===== config.mk =====
export PLATFORM = sky130hd
export DESIGN_NAME = led_pixel_rx
export DESIGN_NICKNAME = d
export VERILOG_FILES = /design/src/rtl/led_pixel_rx.sv
export SDC_FILE = /design/constraint.sdc
export NUM_CORES = 1
export LEC_CHECK = 0
export CAP_MARGIN = 25
export CORE_MARGIN = 2
export CORE_UTILIZATION = 58
export CTS_CLUSTER_SIZE = 14
export DETAILED_ROUTE_END_ITERATION = 8
export PLACE_DENSITY = 0.87
export SLEW_MARGIN = 20
export SYNTH_ARGS = -nofsm -noshare
export SYNTH_HDL_FRONTEND = slang
export SYNTH_SLANG_ARGS = --single-unit

===== constraint.sdc =====
create_clock -name i_clk -period 2.6 [get_ports i_clk]
set_input_delay 0.52 -clock i_clk [delete_from_list [all_inputs] [get_ports i_clk]]
set_output_delay 0.52 -clock i_clk [all_outputs]
set_load 0.01 [all_outputs]

===== src/rtl/led_pixel_rx.sv =====
// WS2812-style pixel node: decodes the NRZ line by high-pulse width, keeps the first
// BITS_PER_LED bits, forwards later bits (3-clk latency) and latches on a line-reset gap.
module led_pixel_rx #(
   parameter int BITS_PER_LED = 24,
   parameter int T_GLITCH     = 10,
   parameter int T_BIT_THRESH = 60,
   parameter int T_HIGH_MAX   = 150,
   parameter int T_RESET      = 5000,
   parameter int CNT_W        = $clog2(T_RESET + 1)
) (
   input  logic                    i_clk,
   input  logic                    i_rst_n,
   input  logic                    i_serial,
   output logic                    o_serial,
   output logic [BITS_PER_LED-1:0] o_led,
   output logic                    o_latch,
   output logic                    o_frame_err
);
   localparam int BC_W = $clog2(BITS_PER_LED + 1);
   localparam logic [CNT_W-1:0] CNT_MAX  = '1;
   localparam logic [CNT_W-1:0] CNT_ONE  = CNT_W'(1);
   localparam logic [CNT_W-1:0] GLITCH_C = CNT_W'(T_GLITCH);
   localparam logic [CNT_W-1:0] THRESH_C = CNT_W'(T_BIT_THRESH);
   localparam logic [CNT_W-1:0] HMAX_C   = CNT_W'(T_HIGH_MAX);
   localparam logic [CNT_W-1:0] RESET_C  = CNT_W'(T_RESET);
   localparam logic [BC_W-1:0]  BITS_C   = BC_W'(BITS_PER_LED);

   typedef enum logic [1:0] {IDLE, HIGH, LOW, ERR} state_t;

   state_t                  state_q, state_d;
   logic                    sync1_q, s_ser;
   logic [CNT_W-1:0]        hi_cnt_q, hi_cnt_d;
   logic [CNT_W-1:0]        lo_cnt_q, lo_cnt_d;
   logic [BC_W-1:0]         bit_cnt_q, bit_cnt_d;
   logic [BITS_PER_LED-1:0] shift_q, shift_d;
   logic [BITS_PER_LED-1:0] led_q, led_d;
   logic                    fwd_q, fwd_d;
   logic                    ser_q, ser_d;
   logic                    latch_q, latch_d;
   logic                    ferr_q, ferr_d;
   logic                    bit_vld, bit_val, gap_hit;

   always_comb begin
      state_d   = state_q;
      hi_cnt_d  = hi_cnt_q;
      lo_cnt_d  = lo_cnt_q;
      bit_cnt_d = bit_cnt_q;
      shift_d   = shift_q;
      led_d     = led_q;
      fwd_d     = fwd_q;
      latch_d   = 1'b0;
      ferr_d    = 1'b0;
      bit_vld   = 1'b0;
      bit_val   = 1'b0;
      gap_hit   = 1'b0;

      case (state_q)
         IDLE, LOW: begin
            if (s_ser) begin
               state_d  = HIGH;
               hi_cnt_d = CNT_ONE;
            end else begin
               if (lo_cnt_q != CNT_MAX) lo_cnt_d = lo_cnt_q + 1'b1;
               gap_hit = (lo_cnt_q == RESET_C);
            end
         end
         HIGH: begin
            if (!s_ser) begin
               // Glitches leave the low counter frozen so the gap keeps timing.
               state_d = LOW;
               if (hi_cnt_q >= GLITCH_C) begin
                  bit_vld  = 1'b1;
                  bit_val  = (hi_cnt_q >= THRESH_C);
                  lo_cnt_d = CNT_ONE;
               end
            end else if (hi_cnt_q > HMAX_C) begin
               state_d  = ERR;
               ferr_d   = 1'b1;
               lo_cnt_d = '0;
            end else if (hi_cnt_q != CNT_MAX) begin
               hi_cnt_d = hi_cnt_q + 1'b1;
            end
         end
         default: begin
            if (s_ser) begin
               lo_cnt_d = '0;
            end else begin
               if (lo_cnt_q != CNT_MAX) lo_cnt_d = lo_cnt_q + 1'b1;
               gap_hit = (lo_cnt_q == RESET_C);
            end
         end
      endcase

      if (bit_vld && (bit_cnt_q < BITS_C)) begin
         shift_d   = {shift_q[BITS_PER_LED-2:0], bit_val};
         bit_cnt_d = bit_cnt_q + 1'b1;
         if (bit_cnt_q == BITS_C - 1'b1) fwd_d = 1'b1;
      end

      if (gap_hit) begin
         if (bit_cnt_q == BITS_C) begin
            led_d   = shift_q;
            latch_d = 1'b1;
         end else if (bit_cnt_q != '0) begin
            ferr_d = 1'b1;
         end
         bit_cnt_d = '0;
         fwd_d     = 1'b0;
         state_d   = IDLE;
      end

      ser_d = fwd_q & s_ser & (state_d != ERR);
   end

   always_ff @(posedge i_clk or negedge i_rst_n) begin
      if (!i_rst_n) begin
         state_q   <= IDLE;
         sync1_q   <= 1'b0;
         s_ser     <= 1'b0;
         hi_cnt_q  <= '0;
         lo_cnt_q  <= '0;
         bit_cnt_q <= '0;
         shift_q   <= '0;
         led_q     <= '0;
         fwd_q     <= 1'b0;
         ser_q     <= 1'b0;
         latch_q   <= 1'b0;
         ferr_q    <= 1'b0;
      end else begin
         state_q   <= state_d;
         sync1_q   <= i_serial;
         s_ser     <= sync1_q;
         hi_cnt_q  <= hi_cnt_d;
         lo_cnt_q  <= lo_cnt_d;
         bit_cnt_q <= bit_cnt_d;
         shift_q   <= shift_d;
         led_q     <= led_d;
         fwd_q     <= fwd_d;
         ser_q     <= ser_d;
         latch_q   <= latch_d;
         ferr_q    <= ferr_d;
      end
   end

   assign o_serial    = ser_q;
   assign o_led       = led_q;
   assign o_latch     = latch_q;
   assign o_frame_err = ferr_q;
endmodule


== After elaboration in Yosys (flattened, before gate mapping) ==
Cells that the tools add are included.
Storage, ports and cells
  bits of input ports: 3
  logic and storage cells: 85
  bits in registers: 87
  output and inout bits: 27
Cells by class
  add/sub/neg operators: 3
  bitwise operators: 2
  muxes and demuxes: 38
  eq/ne operators: 15
  $lt $le $gt $ge: 4
  reductions and logical operators: 11
Operators with widths (count)
  2-to-1 mux 13 bit: 10
  one-hot mux 13 bit (2 select lines): 2
  adder 13 x 1 -> 13 bit (second input constant): 2
  != test 13 bit (second input constant): 2
  2-to-1 mux 1 bit: 19
  equality test 13 bit (second input constant): 1
  greater-or-equal comparator 13 x 4 -> 1 bit (second input constant): 1
  greater-or-equal comparator 13 x 6 -> 1 bit (second input constant): 1
  > comparator 13 x 8 -> 1 bit (second input constant): 1
  != test 2 bit (second input constant): 6
  equality test 5 bit (second input constant): 2
  2-to-1 mux 5 bit: 2
  2-to-1 mux 2 bit: 4
  != test 3 bit (second input constant): 2
  nonzero test 2 bit: 3
  adder 5 x 1 -> 5 bit (second input constant): 1
  < comparator 5 bit (second input constant): 1
  AND reduction 5 bit: 1
  nonzero test 5 bit: 1
  one-hot mux 2 bit (2 select lines): 1
  AND reduction 2 bit: 2
  AND reduction 3 bit: 1
  AND 1 bit: 2
  equality test 2 x 1 -> 1 bit (second input constant): 1
  4 further kinds: 4

== Longest topological paths before layout ==
  word-level depth: 7
  mapped depth: 10
  depth with buffers taken out: 8

== Worst setup path before layout ==
No wires, ideal clock.
  path kind: register to register
  start point: register lo_cnt_q[2]
  end point: register led_q[10], in the netlist o_led[10]
  data arrival time: 2.175 ns
  path slack: 0.299 ns
  stages on the path, launching flop included: 7
  library setup time: 0.125 ns
  required time: 2.475 ns
  path through: dfrtp_1 > or4b_4 > nor4_4 > and4_1 > buf_6 > buf_12 > mux2_4
On the way
  word-level cells in the longest chain between the ends: 4
RTL lines
  from (decl): line 33  | logic [CNT_W-1:0] lo_cnt_q, lo_cnt_d;
  from (signal assigned): line 134  | lo_cnt_q <= lo_cnt_d;
  equality test 13 bit: line 64, 89
  2-to-1 mux 1 bit: line 59, 85
  2-to-1 mux 1 bit
  AND reduction 2 bit (no line)
  to (signal assigned): line 137  | led_q <= led_d;
  to (decl): line 36  | logic [BITS_PER_LED-1:0] led_q, led_d;
Every way passes these cells.
A chain may end at the register's enable or synchronous reset.

== Worst setup path in the final report ==
  start point: register hi_cnt_q[11]
  end point: register lo_cnt_q[0]
On the way
  word-level cells in the longest chain between the ends: 3
RTL lines
  from (decl): line 32  | logic [CNT_W-1:0] hi_cnt_q, hi_cnt_d;
  from (signal assigned): line 133  | hi_cnt_q <= hi_cnt_d;
  > comparator 13 x 8 -> 1 bit or greater-or-equal comparator 13 x 4 -> 1 bit (tied branches): line 76, 71
  != test 3 bit (no line)
  AND reduction 3 bit (no line) *
Mark *: on every way between the ends. The rest lies on a longest branch, timed or not.

==> flow_results.org <==
** Synthesis
- Of the total synthesized cell area, the portion taken by XOR and XNOR cells is 0.0224.
- Averaged over all synthesized cells, the footprint is 12.4 sq um.
- Summed over all instances, the cell type with the most area after synthesis is dfrtp_1.
- Counting flops with an async set or reset pin after synthesis yields a share of 1.00.
- Share of synthesized area spent on multiplexers :: 0.154
- By area, the combinational part of the netlist is dominated by multiplexers.
- Dominant register cell in the synthesized netlist :: dfrtp_1
- The synthesized netlist occupies a cell area of 3910 sq um.
- The fraction of the mapped netlist area in compound gates came to 0.0752.
- Counting distinct cell types in the post-synthesis netlist gives 46.
- EDFF count, synth :: 0
- Post-synthesis share of cell area spent on full adders, half adders and majority gates :: 0.0192
- Sorting the synthesized cells by area gives the leading types as dfrtp_1, mux2_2, mux2_4.
- Register area share after synthesis :: 0.557
- Of the total synthesized cell area, the portion taken by AND, OR, NAND and NOR gates is 0.141.
- The share of synthesized area in the top cell type comes to 0.557.
- Counting every net in the synthesized netlist gives 325.
- Synthesis Warnings :: 0
- Number of synthesized register bits :: 87
- Synthesis handed over a netlist of 316 instances.

** STA
- The final-report hold violation count was 0.
- Pins over their slew limit :: 0
- Relative slew slack :: 0.575
- Worst hold margin :: 0.165 ns
- Final sum of negative setup slack :: 0 ns
- Time the worst path needs with I/O delays and setup :: 2.34 ns
- Fmax achieved :: 428 MHz
- Setup repair after global routing left no endpoint under its margin.
- Worst slew pin tran :: 0.630 ns
- Setup violations remaining at the end of the flow were counted as 0.
- For the final database, setup skew stands at 0.00765 ns.
- Portion of the clock cycle consumed by the worst path in the final layout :: 0.899

** GRT
- Summed over all layers, the global routing overflow is 0.
- GR met1 Demand/Resource :: 0.274
- For this run, global-route usage on met2 was measured as 0.347.
- Maximum number of pins on one net before global-route repair :: 48
- For met3 alone, demand over resource in global routing was 0.0626.
- The first global-routing pass estimated 12300 um of wire.
- Top Usage Layer GRT :: met2
- The number of antenna violations at the first check in global routing is 0.
- Number of global-route vias before repair :: 2655
- In the global route stage, overall resource usage came out at 0.212.

** Setup path
- Logic depth of the worst register-to-register path :: 6
- In this run the worst setup path begins at hi_cnt_q[11].
- Setup slack on the worst reg-to-reg path comes out at 0.26 ns.
- CP Max Fanout :: 8
- The setup path with the least slack is of type flop to flop.
- Worst setup endpoint :: lo_cnt_q[0]
- In this run the critical register-to-register path is captured at lo_cnt_q[0].
- In this run the critical register-to-register path is launched from hi_cnt_q[11].
- STA classifies the critical path endpoint as a flop.
- Data arrives at the worst endpoint at 2.59 ns.
- Data on the critical path is required at its endpoint by 2.86 ns.
- Category of the worst setup path launch point :: flop

** Clock network
- TritonCTS built the clock tree.
- No sink is reached through more buffers than the 2 on the longest clock path.
- Clk Tree Root Cell :: clkbuf_8
- The H-tree generated during clock tree synthesis spans 3 levels.
- Number of resized instances in the post-cts repair step :: 0
- Once the clock tree was built, the setup fixing pass inserted 0 buffers.
- Clock latency on the worst-skew pair, taken at its later pin, is 0.35 ns.
- Buffers inserted during clock tree synthesis total 9.
- Quantity of hold-fixing buffers added after cts :: 0
- CTS sink cnt :: 87
- Clock transition at path regs :: 0.08 ns

** Placed design
- At the end of routability-driven placement, the weighted congestion stood at 0.907.
- Summed over all nets, the half-perimeter wirelength after detailed placement is 4650 um.
- Count of buffers from port buffering :: 29

** Routing
- Once detail routing completed, the nets flagged for antenna violations numbered 0.
- In the routed design, unresolved DRC markers number 0.
- Vias :: 2595
- In the final routed layout, each cell accounts on average for 16.4 um.
- In the routed layout, each cell is associated on average with a via count of 5.98.
- Total Wirelength :: 7120 um
- Detailed-routing iteration count for the pre-antenna-repair pass :: 5
- The first routing iteration left 190 violations.

** Layout
- Of the cells placed in the final design, the portion with a size suffix greater than 1 is 0.227.
- After the last flow step, the layout net total stands at 361.
- Leading cell types in the layout, fill and taps excluded :: dfrtp_1, mux2_2, clkdlybuf4s50_1, nor2_1, nand2_1
- Number of antenna cells inserted :: 0
- Leaving out fill and tap cells, the most frequent cell in the layout is dfrtp_1.
- Synthesis-to-finish area growth :: 15.1%

** Floorplanning
- In this run the standard cell core region covers 6420 sq um.
- DIE AREA :: 7410 sq um
- For this configuration, the core starts out at a cell density of 0.609.
- Number of rows created at floorplan :: 29
- The floorplan step set the die height to 86.1 um.
- Measured along the x axis, the die boundary spans 86.1 um.
- I/O pin count :: 30

** Worst hold path
- The path class of the tightest hold or removal check is input pin to async pin.

** Pwr
- Summed over all cells, the static leakage comes to 2.10 nW.
- Power per standard cell area :: 613 nW/um^2
- IR drop worst, VDD :: 0.000502 V

** Run
- Max-cap violations in this run came to 0.

** Status
- The flow ran to the end, and the final reports show no timing, DRC or antenna violations.
==> power by group <==
part,switching [mW],internal (mW)
clock network,0.467,0.495
logic,0.194,0.111
registers,0.0842,1.41
total,0.744,2.01
==> worst min-delay path by stage <==
stage | from | end | slack [ns] | cells after the start
2_1_floorplan | i_rst_n | bit_cnt_q[0] | 0.22 | 0
3_3_place_gp | sync1_q | s_ser | 0.34 | 0
3_5_place_dp | sync1_q | s_ser | 0.33 | 0
4_1_cts | i_rst_n | o_led[5] | 0.17 | 1
5_1_grt | i_rst_n | o_led[5] | 0.21 | 1
6_report | i_rst_n | o_led[5] | 0.16 | 1
==> routing by layer <==
metal | share of wire | vias to the layer above
met5 | 0 | -
met4 | 0.014 | 0
met3 | 0.041 | 12
met2 | 0.50 | 65
met1 | 0.44 | 1318
li1 | - | 1200
==> kinds of logic (layout without fill, tap and decap cells) <==
family,count (synthesis),in the layout
buf+inv,22,63
fa+ha+maj,6,6
xor+xnor,10,10
simple gates,99,99
flops,87,87
compound gates,45,45
mux,47,47
==> synth_stat cells, types with 2 or more instances <==
library cell	instances
nand2_1	20
buf_12	2
o31ai_1	4
nor2_1	22
or4_1	4
xnor2_1	2
a21oi_1	17
buf_2	2
a211o_1	2
mux2_2	28
inv_1	11
a211oi_2	2
a41oi_1	2
clkbuf_1	6
nand4_1	7
ha_1	6
nor2b_1	7
o21ai_0	9
dfrtp_1	87
or3_1	4
nand2b_1	2
and3_2	2
mux2_4	19
xor2_1	8
nor3_1	6
and4_1	5
nand3_1	10
and2_1	2
==> through the flow <==
stage               cell area (sq um)   util  total power [mW]  instances  setup slack, ns
global placement                 4290  0.668              1.80        418            0.354
detailed placement               4290  0.668              1.82        418            0.313
floorplan                        3910      -              1.71        316            0.299
finish                           4500  0.701              2.76        434            0.263
global route                     4500  0.701              2.88        434            0.114
CTS                              4500  0.701              2.77        434            0.297
==> critical path, stage by stage (launching register included) <==
cell and delay, ns:
dfrtp_1 0.37, or4_1 0.56, nor4_2 0.52, a21boi_0 0.22
nand3_1 0.27, nor3_1 0.08, nor3_1 0.22
==> registers in the layout, indices dropped and copies added, names as in the netlist <==
| name | count |
|---|---|
| bit_cnt_q | 5 |
| fwd_q | 1 |
| hi_cnt_q | 13 |
| lo_cnt_q | 13 |
| o_frame_err | 1 |
| o_latch | 1 |
| o_led | 24 |
| o_serial | 1 |
| s_ser | 1 |
| shift_q | 24 |
| state_q | 2 |
| sync1_q | 1 |
==> layout make-up <==
cell class                 instances  area, sq um
clock buffer                      11          151
clock inverter                     5         56.3
fill                             413         1920
inverter                          11         41.3
multi-input combinational        207         1610
sequential                        87         2180
tap                               77         96.3
timing repair buffer              36          365
(Power assumes the default switching activity.)
